===== src/rtl/comp1_bus_regfile_slave_if.sv =====
// comp1 valid/ready read/write bus.
//   master drives: valid, write, addr, data_wr, strb
//   slave drives : ready, data_rd, err
interface comp1_bus_regfile_slave_if #(
   parameter int DATA_W = 32,
   parameter int ADDR_W = 8
) ();
   logic                  valid;
   logic                  write;
   logic [ADDR_W-1:0]     addr;
   logic [DATA_W-1:0]     data_wr;
   logic [DATA_W/8-1:0]   strb;
   logic                  ready;
   logic [DATA_W-1:0]     data_rd;
   logic                  err;

   modport master (
      output valid, write, addr, data_wr, strb,
      input  ready, data_rd, err
   );

   modport slave (
      input  valid, write, addr, data_wr, strb,
      output ready, data_rd, err
   );
endinterface


===== src/rtl/comp1_bus_regfile_slave.sv =====
// Register-file responder on the comp1 bus with programmable wait states,
// byte-strobed writes, error responses, a sticky protocol-violation flag and
// a wrapping completed-transfer counter.
//
// Ports:
//   clk         clock, all logic on posedge
//   rst         asynchronous active-high reset
//   bus         comp1 bus, slave side (valid/write/addr/data_wr/strb in,
//               ready/data_rd/err out)
//   wait_cfg_i  wait states inserted before ready, sampled in IDLE only
//   proto_err_o sticky protocol-violation flag
//   xfer_cnt_o  completed transfers, wraps
//
// state | meaning
// IDLE  | no transfer; valid=1 starts one and loads wait_cfg_i
// WAIT  | counting wait states; leaves for RESP when the counter is 1
// RESP  | ready=1 for one cycle; completion edge commits write and count
module comp1_bus_regfile_slave #(
   parameter int          DATA_W   = 32,
   parameter int          ADDR_W   = 8,
   parameter int          NUM_REGS = 16,
   parameter logic [31:0] ID_VALUE = 32'hC0A1_0001,
   parameter int          WAIT_W   = 4,
   parameter int          CNT_W    = 16
) (
   input  logic                     clk,
   input  logic                     rst,
   comp1_bus_regfile_slave_if.slave bus,
   input  logic [WAIT_W-1:0]        wait_cfg_i,
   output logic                     proto_err_o,
   output logic [CNT_W-1:0]         xfer_cnt_o
);

   localparam int                STRB_W  = DATA_W / 8;
   localparam logic [DATA_W-1:0] ID_WORD = DATA_W'(ID_VALUE);

   typedef enum logic [1:0] {
      ST_IDLE = 2'd0,
      ST_WAIT = 2'd1,
      ST_RESP = 2'd2
   } state_t;

   state_t              state_q, state_d;
   logic [WAIT_W-1:0]   cnt_q, cnt_d;
   logic                ready_q, ready_d;
   logic [DATA_W-1:0]   data_rd_q, data_rd_d;
   logic                err_q, err_d;
   logic                proto_err_q, proto_err_d;
   logic [CNT_W-1:0]    xfer_cnt_q, xfer_cnt_d;
   logic [DATA_W-1:0]   regs_q [1:NUM_REGS-1];
   logic [DATA_W-1:0]   regs_d [1:NUM_REGS-1];

   logic                hit;
   logic [DATA_W-1:0]   rd_word;
   logic                commit;

   // Address decode by equality against each implemented index, so an
   // out-of-range address never indexes the array.
   always_comb begin
      hit     = 1'b0;
      rd_word = '0;
      if (bus.addr == '0) begin
         hit     = 1'b1;
         rd_word = ID_WORD;
      end
      for (int i = 1; i < NUM_REGS; i++) begin
         if (bus.addr == ADDR_W'(i)) begin
            hit     = 1'b1;
            rd_word = regs_q[i];
         end
      end
   end

   always_ff @(posedge clk or posedge rst) begin
      if (rst) begin
         state_q     <= ST_IDLE;
         cnt_q       <= '0;
         ready_q     <= 1'b0;
         data_rd_q   <= '0;
         err_q       <= 1'b0;
         proto_err_q <= 1'b0;
         xfer_cnt_q  <= '0;
         for (int i = 1; i < NUM_REGS; i++) regs_q[i] <= '0;
      end else begin
         state_q     <= state_d;
         cnt_q       <= cnt_d;
         ready_q     <= ready_d;
         data_rd_q   <= data_rd_d;
         err_q       <= err_d;
         proto_err_q <= proto_err_d;
         xfer_cnt_q  <= xfer_cnt_d;
         regs_q      <= regs_d;
      end
   end

   always_comb begin
      state_d = state_q;
      case (state_q)
         ST_IDLE: if (bus.valid) state_d = (wait_cfg_i == '0) ? ST_RESP : ST_WAIT;
         ST_WAIT: begin
            if (!bus.valid)       state_d = ST_IDLE;
            else if (cnt_q == 1)  state_d = ST_RESP;
         end
         ST_RESP: state_d = ST_IDLE;
         default: state_d = ST_IDLE;
      endcase
   end

   always_comb begin
      cnt_d       = cnt_q;
      proto_err_d = proto_err_q;
      xfer_cnt_d  = xfer_cnt_q;
      commit      = 1'b0;
      case (state_q)
         ST_IDLE: if (bus.valid) cnt_d = wait_cfg_i;
         ST_WAIT: begin
            if (bus.valid) cnt_d = cnt_q - 1'b1;
            else           proto_err_d = 1'b1;
         end
         ST_RESP: begin
            if (bus.valid) begin
               commit     = 1'b1;
               xfer_cnt_d = xfer_cnt_q + 1'b1;
            end else begin
               proto_err_d = 1'b1;
            end
         end
         default: ;
      endcase

      // Response fields are registered alongside ready so they appear together
      // and fall back to zero the cycle after RESP.
      ready_d   = (state_d == ST_RESP);
      data_rd_d = '0;
      err_d     = 1'b0;
      if (state_d == ST_RESP) begin
         err_d = !hit || (bus.write && bus.addr == '0);
         if (!bus.write && hit) data_rd_d = rd_word;
      end
   end

   always_comb begin
      regs_d = regs_q;
      if (commit && bus.write) begin
         for (int i = 1; i < NUM_REGS; i++) begin
            if (bus.addr == ADDR_W'(i)) begin
               for (int b = 0; b < STRB_W; b++) begin
                  if (bus.strb[b]) regs_d[i][8*b +: 8] = bus.data_wr[8*b +: 8];
               end
            end
         end
      end
   end

   assign bus.ready   = ready_q;
   assign bus.data_rd = data_rd_q;
   assign bus.err     = err_q;
   assign proto_err_o = proto_err_q;
   assign xfer_cnt_o  = xfer_cnt_q;

endmodule


===== src/flat_wrapper.sv =====
// flat-port wrapper written by rule: the top's interface ports become plain ports
module comp1_bus_regfile_slave_flat 
#(
   parameter int          DATA_W   = 32,
   parameter int          ADDR_W   = 8,
   parameter int          NUM_REGS = 16,
   parameter logic [31:0] ID_VALUE = 32'hC0A1_0001,
   parameter int          WAIT_W   = 4,
   parameter int          CNT_W    = 16
)
  (clk, rst, wait_cfg_i, proto_err_o, xfer_cnt_o, bus_valid, bus_write, bus_addr, bus_data_wr, bus_strb, bus_ready, bus_data_rd, bus_err);
  comp1_bus_regfile_slave_if #(.DATA_W(DATA_W), .ADDR_W(ADDR_W)) bus_i ();
  input  logic clk;
  input  logic rst;
  input  logic [WAIT_W-1:0] wait_cfg_i;
  output logic proto_err_o;
  output logic [CNT_W-1:0] xfer_cnt_o;
  input wire logic [$bits(bus_i.valid)-1:0] bus_valid;
  input wire logic [$bits(bus_i.write)-1:0] bus_write;
  input wire logic [$bits(bus_i.addr)-1:0] bus_addr;
  input wire logic [$bits(bus_i.data_wr)-1:0] bus_data_wr;
  input wire logic [$bits(bus_i.strb)-1:0] bus_strb;
  output wire logic [$bits(bus_i.ready)-1:0] bus_ready;
  output wire logic [$bits(bus_i.data_rd)-1:0] bus_data_rd;
  output wire logic [$bits(bus_i.err)-1:0] bus_err;
  assign bus_i.valid = bus_valid;
  assign bus_i.write = bus_write;
  assign bus_i.addr = bus_addr;
  assign bus_i.data_wr = bus_data_wr;
  assign bus_i.strb = bus_strb;
  assign bus_ready = bus_i.ready;
  assign bus_data_rd = bus_i.data_rd;
  assign bus_err = bus_i.err;
  comp1_bus_regfile_slave #(.DATA_W(DATA_W), .ADDR_W(ADDR_W), .NUM_REGS(NUM_REGS), .ID_VALUE(ID_VALUE), .WAIT_W(WAIT_W), .CNT_W(CNT_W)) u_core (.clk(clk), .rst(rst), .bus(bus_i), .wait_cfg_i(wait_cfg_i), .proto_err_o(proto_err_o), .xfer_cnt_o(xfer_cnt_o));
endmodule

===== config.mk =====
export PLATFORM = sky130hd
export DESIGN_NAME = comp1_bus_regfile_slave_flat
export DESIGN_NICKNAME = d
export VERILOG_FILES = /design/src/rtl/comp1_bus_regfile_slave_if.sv /design/src/rtl/comp1_bus_regfile_slave.sv /design/src/flat_wrapper.sv
export SDC_FILE = /design/constraint.sdc
export NUM_CORES = 1
export LEC_CHECK = 0
export ABC_AREA = 1
export BUFFER_PORTS_ARGS = -buffer_cell sky130_fd_sc_hd__buf_4
export CORE_MARGIN = 2
export CORE_UTILIZATION = 45
export DETAILED_ROUTE_END_ITERATION = 8
export REMOVE_ABC_BUFFERS = 1
export SLEW_MARGIN = 20
export SYNTH_ARGS = -nofsm -noshare
export SYNTH_HDL_FRONTEND = slang
export SYNTH_SLANG_ARGS = --single-unit

===== constraint.sdc =====
create_clock -name clk -period 15.1 [get_ports clk]
set_input_delay 1.51 -clock clk [delete_from_list [all_inputs] [get_ports clk]]
set_output_delay 1.51 -clock clk [all_outputs]
set_load 0.01 [all_outputs]

==> metrics.csv <==
metric,value,unit
Slowest Stage Delay on Critical Path,770,ps
nature of the critical path endpoint,flip-flop,
post-CTS sizing,0,
Reg2Reg Setup Slack,12180,ps
DR iter-0 viols,1781,
crit path DAT,4550,ps
HPWL after DPL,42240,um
"EDFF count, synth",0,
top-count cell post-synth,nand2_1,
vias,19410,
Adder-Cell Fraction of Synth Area,0.3143,%
crit path max fanout,49,
Clock Tree Buf Depth,3,
routability cong.,0.8416,
Hold Crit Depth,2,
PwrDens,114.0,mW/mm2
"Area growth, synth to finish",12.27,%
max frequency,0.2439,GHz
Hold Slack,475.4,ps
Synth Area in Simple Gates,23.52,%
Layout fillers,5049,
type of the worst min-delay path,reg -> reg,
multi-input logic area,0.009081,mm2
post-synthesis instance area,0.02389,mm2
IO buf count,102,
Finished Cell Area,0.02682,mm2
Root Driver,clkbuf_16,
post-CTS setup repair buffer count,0,
1st-pass router iterations,6,
Slew Limit Fails,0,
reg2reg start,u_core.state_q[1],
Crit-path slowest cell,nand2_2,
Die Area,0.05494,mm2
Tcrit/Tclk final,27.15,%
CTS Buf Count,57,
RSZ-0062 raised after global routing,no,
cell family with most CP delay,simple AND/OR/NAND/NOR gates,
cts hold-fix bufs,0,
Placement Setup Slack,10430,ps
fin cells,3592,
hold violation count in the final report,0,
Clock Latency Late Sink,610,ps
Final Setup Violations,0,
Setup Skew,16.71,ps
multiplexer share of the synthesized area,0,%
Nets,2921,
ys async rst share,100.0,%
Post-synth top cells,"nand2_1, dfrtp_1, o21ai_0",
# DRC,0,
Worst Tran Pin Value,1111,ps
Yosys warnings,0,
Initial Utilization,45.45,%
Core Footprint,0.05255,mm2
Netlist cell types,45,
initial antenna violation count,1,
CTS tree,done,
Pleak,12.37,nW
Routed wire per std cell,18.51,um
Max-Cap Viols,0,
Tot Pwr,0.003056,W
CP required,15550,ps
Synth Flop Type,dfrtp_1,
first-pass GRT wire length,105400,um
Post-Route WL,66470,um
Sinks on Clock Net,537,
Clock Pin Slew Worst Setup and Hold Paths,60,ps
largest family of logic cells by synthesized area,simple AND/OR/NAND/NOR gates,
vias in the first global route,18570,
Synth Instances,2850,
Worst Setup SP,bus_addr[7],
final setup margin,11000,ps
layout cells sized above 1,10.02,%
ranking of synthesized cells by area,"dfrtp_1, nand2_1, o21ai_0, inv_1, a21oi_1",
num rows,84,
Placed Cells,3490,
Avg Synthesized Cell Area,8.381,um2
"Buf+Inv Stages, Crit Path",3,
Rel. slew slack,25.66,%
status,finished clean,
WP depth,11,
H-tree Lvls,2,
sequential-to-total area share from yosys stat,56.26,%
Worst Hold Launch,u_core.regs_q[110],
Die Width,234.4,um
Storage cell area,0.01344,mm2
most numerous cell on the critical path,nand2_2,
DRT antenna net count,0,
post-synthesis register bit count,537,
Synth top area share,56.26,%
Post-Synth XOR/XNOR Area,0.4400,%
VDD IR-drop max,80.71,uV
leading area contributor after synthesis,dfrtp_1,
die height,234.4,um
largest net degree at the start of global routing,188,
crit path time final,4100,ps
IO Pins,103,
gr ovfl total,0,
crit start category,primary input,
critical path class,in -> reg,
reg2reg path depth,11,
gr usage total,24.62,%
Synth Area in Compound Gates,13.66,%
critical path cell sequence,buf_4 > nor2_1 > nand2_2 > nor2_4 > inv_4 > nor2_4 > nand2_2 > inv_2 > nand2_2 > nand2_1 > o21ai_0,
Post-DP Area,0.02490,mm2
Via density,5.402,
-- worst reg2reg max path, cell delays in order (launching register included) --
cell and delay (ps):
dfrtp_1 380, inv_1 120, ha_1 360, nand2_1 90, inv_1 80, nand2_1 60, nand2_1 100, inv_2 90
nor4_4 750, buf_4 370, o21ai_0 210, a21oi_1 220
-- cell families (layout without fill, tap and decap cells) --
group           after synthesis  in the layout
compound gates              642            642
xor+xnor                     12             12
fa+ha+maj                     6              6
buf+inv                     331            384
flops                       537            537
other cells                   0              1
simple gates               1322           1322
-- per-stage QoR --
stage,TNS [ps],util [%]
6_report,0,51.03
5_1_grt,0,51.03
4_1_cts,0,50.92
3_5_place_dp,0,47.38
3_3_place_gp,0,47.38
2_1_floorplan,-761830,-
-- routing by layer --
layer | up-vias | routed length [um] | global-route usage (%)
li1 | 9261 | - | -
met1 | 9484 | 29990 | 34.22
met2 | 541 | 31030 | 39.92
met3 | 117 | 3454 | 3.672
met4 | 2 | 1976 | 7.685
met5 | - | 13 | 0
-- path summary, 6_finish.rpt --
kind	end
min in group asynchronous	u_core.regs_q[191]
min	u_core.regs_q[110]
min reg2reg	u_core.regs_q[110]
max reg2reg	u_core.bus.data_rd[21]
max in group asynchronous	u_core.regs_q[372]
max	u_core.regs_q[24]
-- cell usage in the layout (no fill, tap or decap), types with 7 or more instances in the layout --
| cell | count |
|---|---|
| nand2_2 | 13 |
| o21ai_1 | 48 |
| inv_1 | 152 |
| nand4_1 | 61 |
| inv_2 | 13 |
| buf_4 | 113 |
| o211ai_1 | 8 |
| xnor2_1 | 7 |
| nor2_2 | 8 |
| dfrtp_1 | 537 |
| o21ai_0 | 496 |
| clkbuf_1 | 9 |
| clkinv_2 | 16 |
| or2_2 | 19 |
| clkbuf_8 | 13 |
| nand2_1 | 1056 |
| nor2_1 | 32 |
| nor2_4 | 13 |
| clkbuf_16 | 57 |
| a21oi_1 | 82 |
| nand3b_1 | 7 |
| nand3_1 | 81 |
-- report_power, final --
| group | leakage [nW] | switching, W | internal, W | total (W) |
|---|---|---|---|---|
| sequential | 7.48 | 0.0000160 | 0.00146 | 0.00148 |
| clock | 0.936 | 0.000575 | 0.000835 | 0.00141 |
| combinational | 3.96 | 0.000124 | 0.0000465 | 0.000170 |
| total | 12.4 | 0.000714 | 0.00234 | 0.00306 |
-- state kept, by name, indices dropped and copies added (netlist names) --
| name | count |
|---|---|
| u_core.regs_q | 480 |
| u_core.bus.data_rd | 32 |
| u_core.xfer_cnt_o | 16 |
| u_core.cnt_q | 4 |
| u_core.state_q | 2 |
| u_core.bus.err | 1 |
| u_core.bus.ready | 1 |
| u_core.proto_err_o | 1 |
-- layout make-up --
class / instances / share of cell area [%]
Sequential cell: 537 / 50.11
Multi-Input combinational cell: 1982 / 33.86
Clock buffer: 79 / 6.112
Timing Repair Buffer: 116 / 3.443
Tap cell: 688 / 3.210
Inverter: 169 / 2.417
Clock inverter: 20 / 0.8398
Antenna cell: 1 / 0.009331
(Power assumes the default switching activity.)
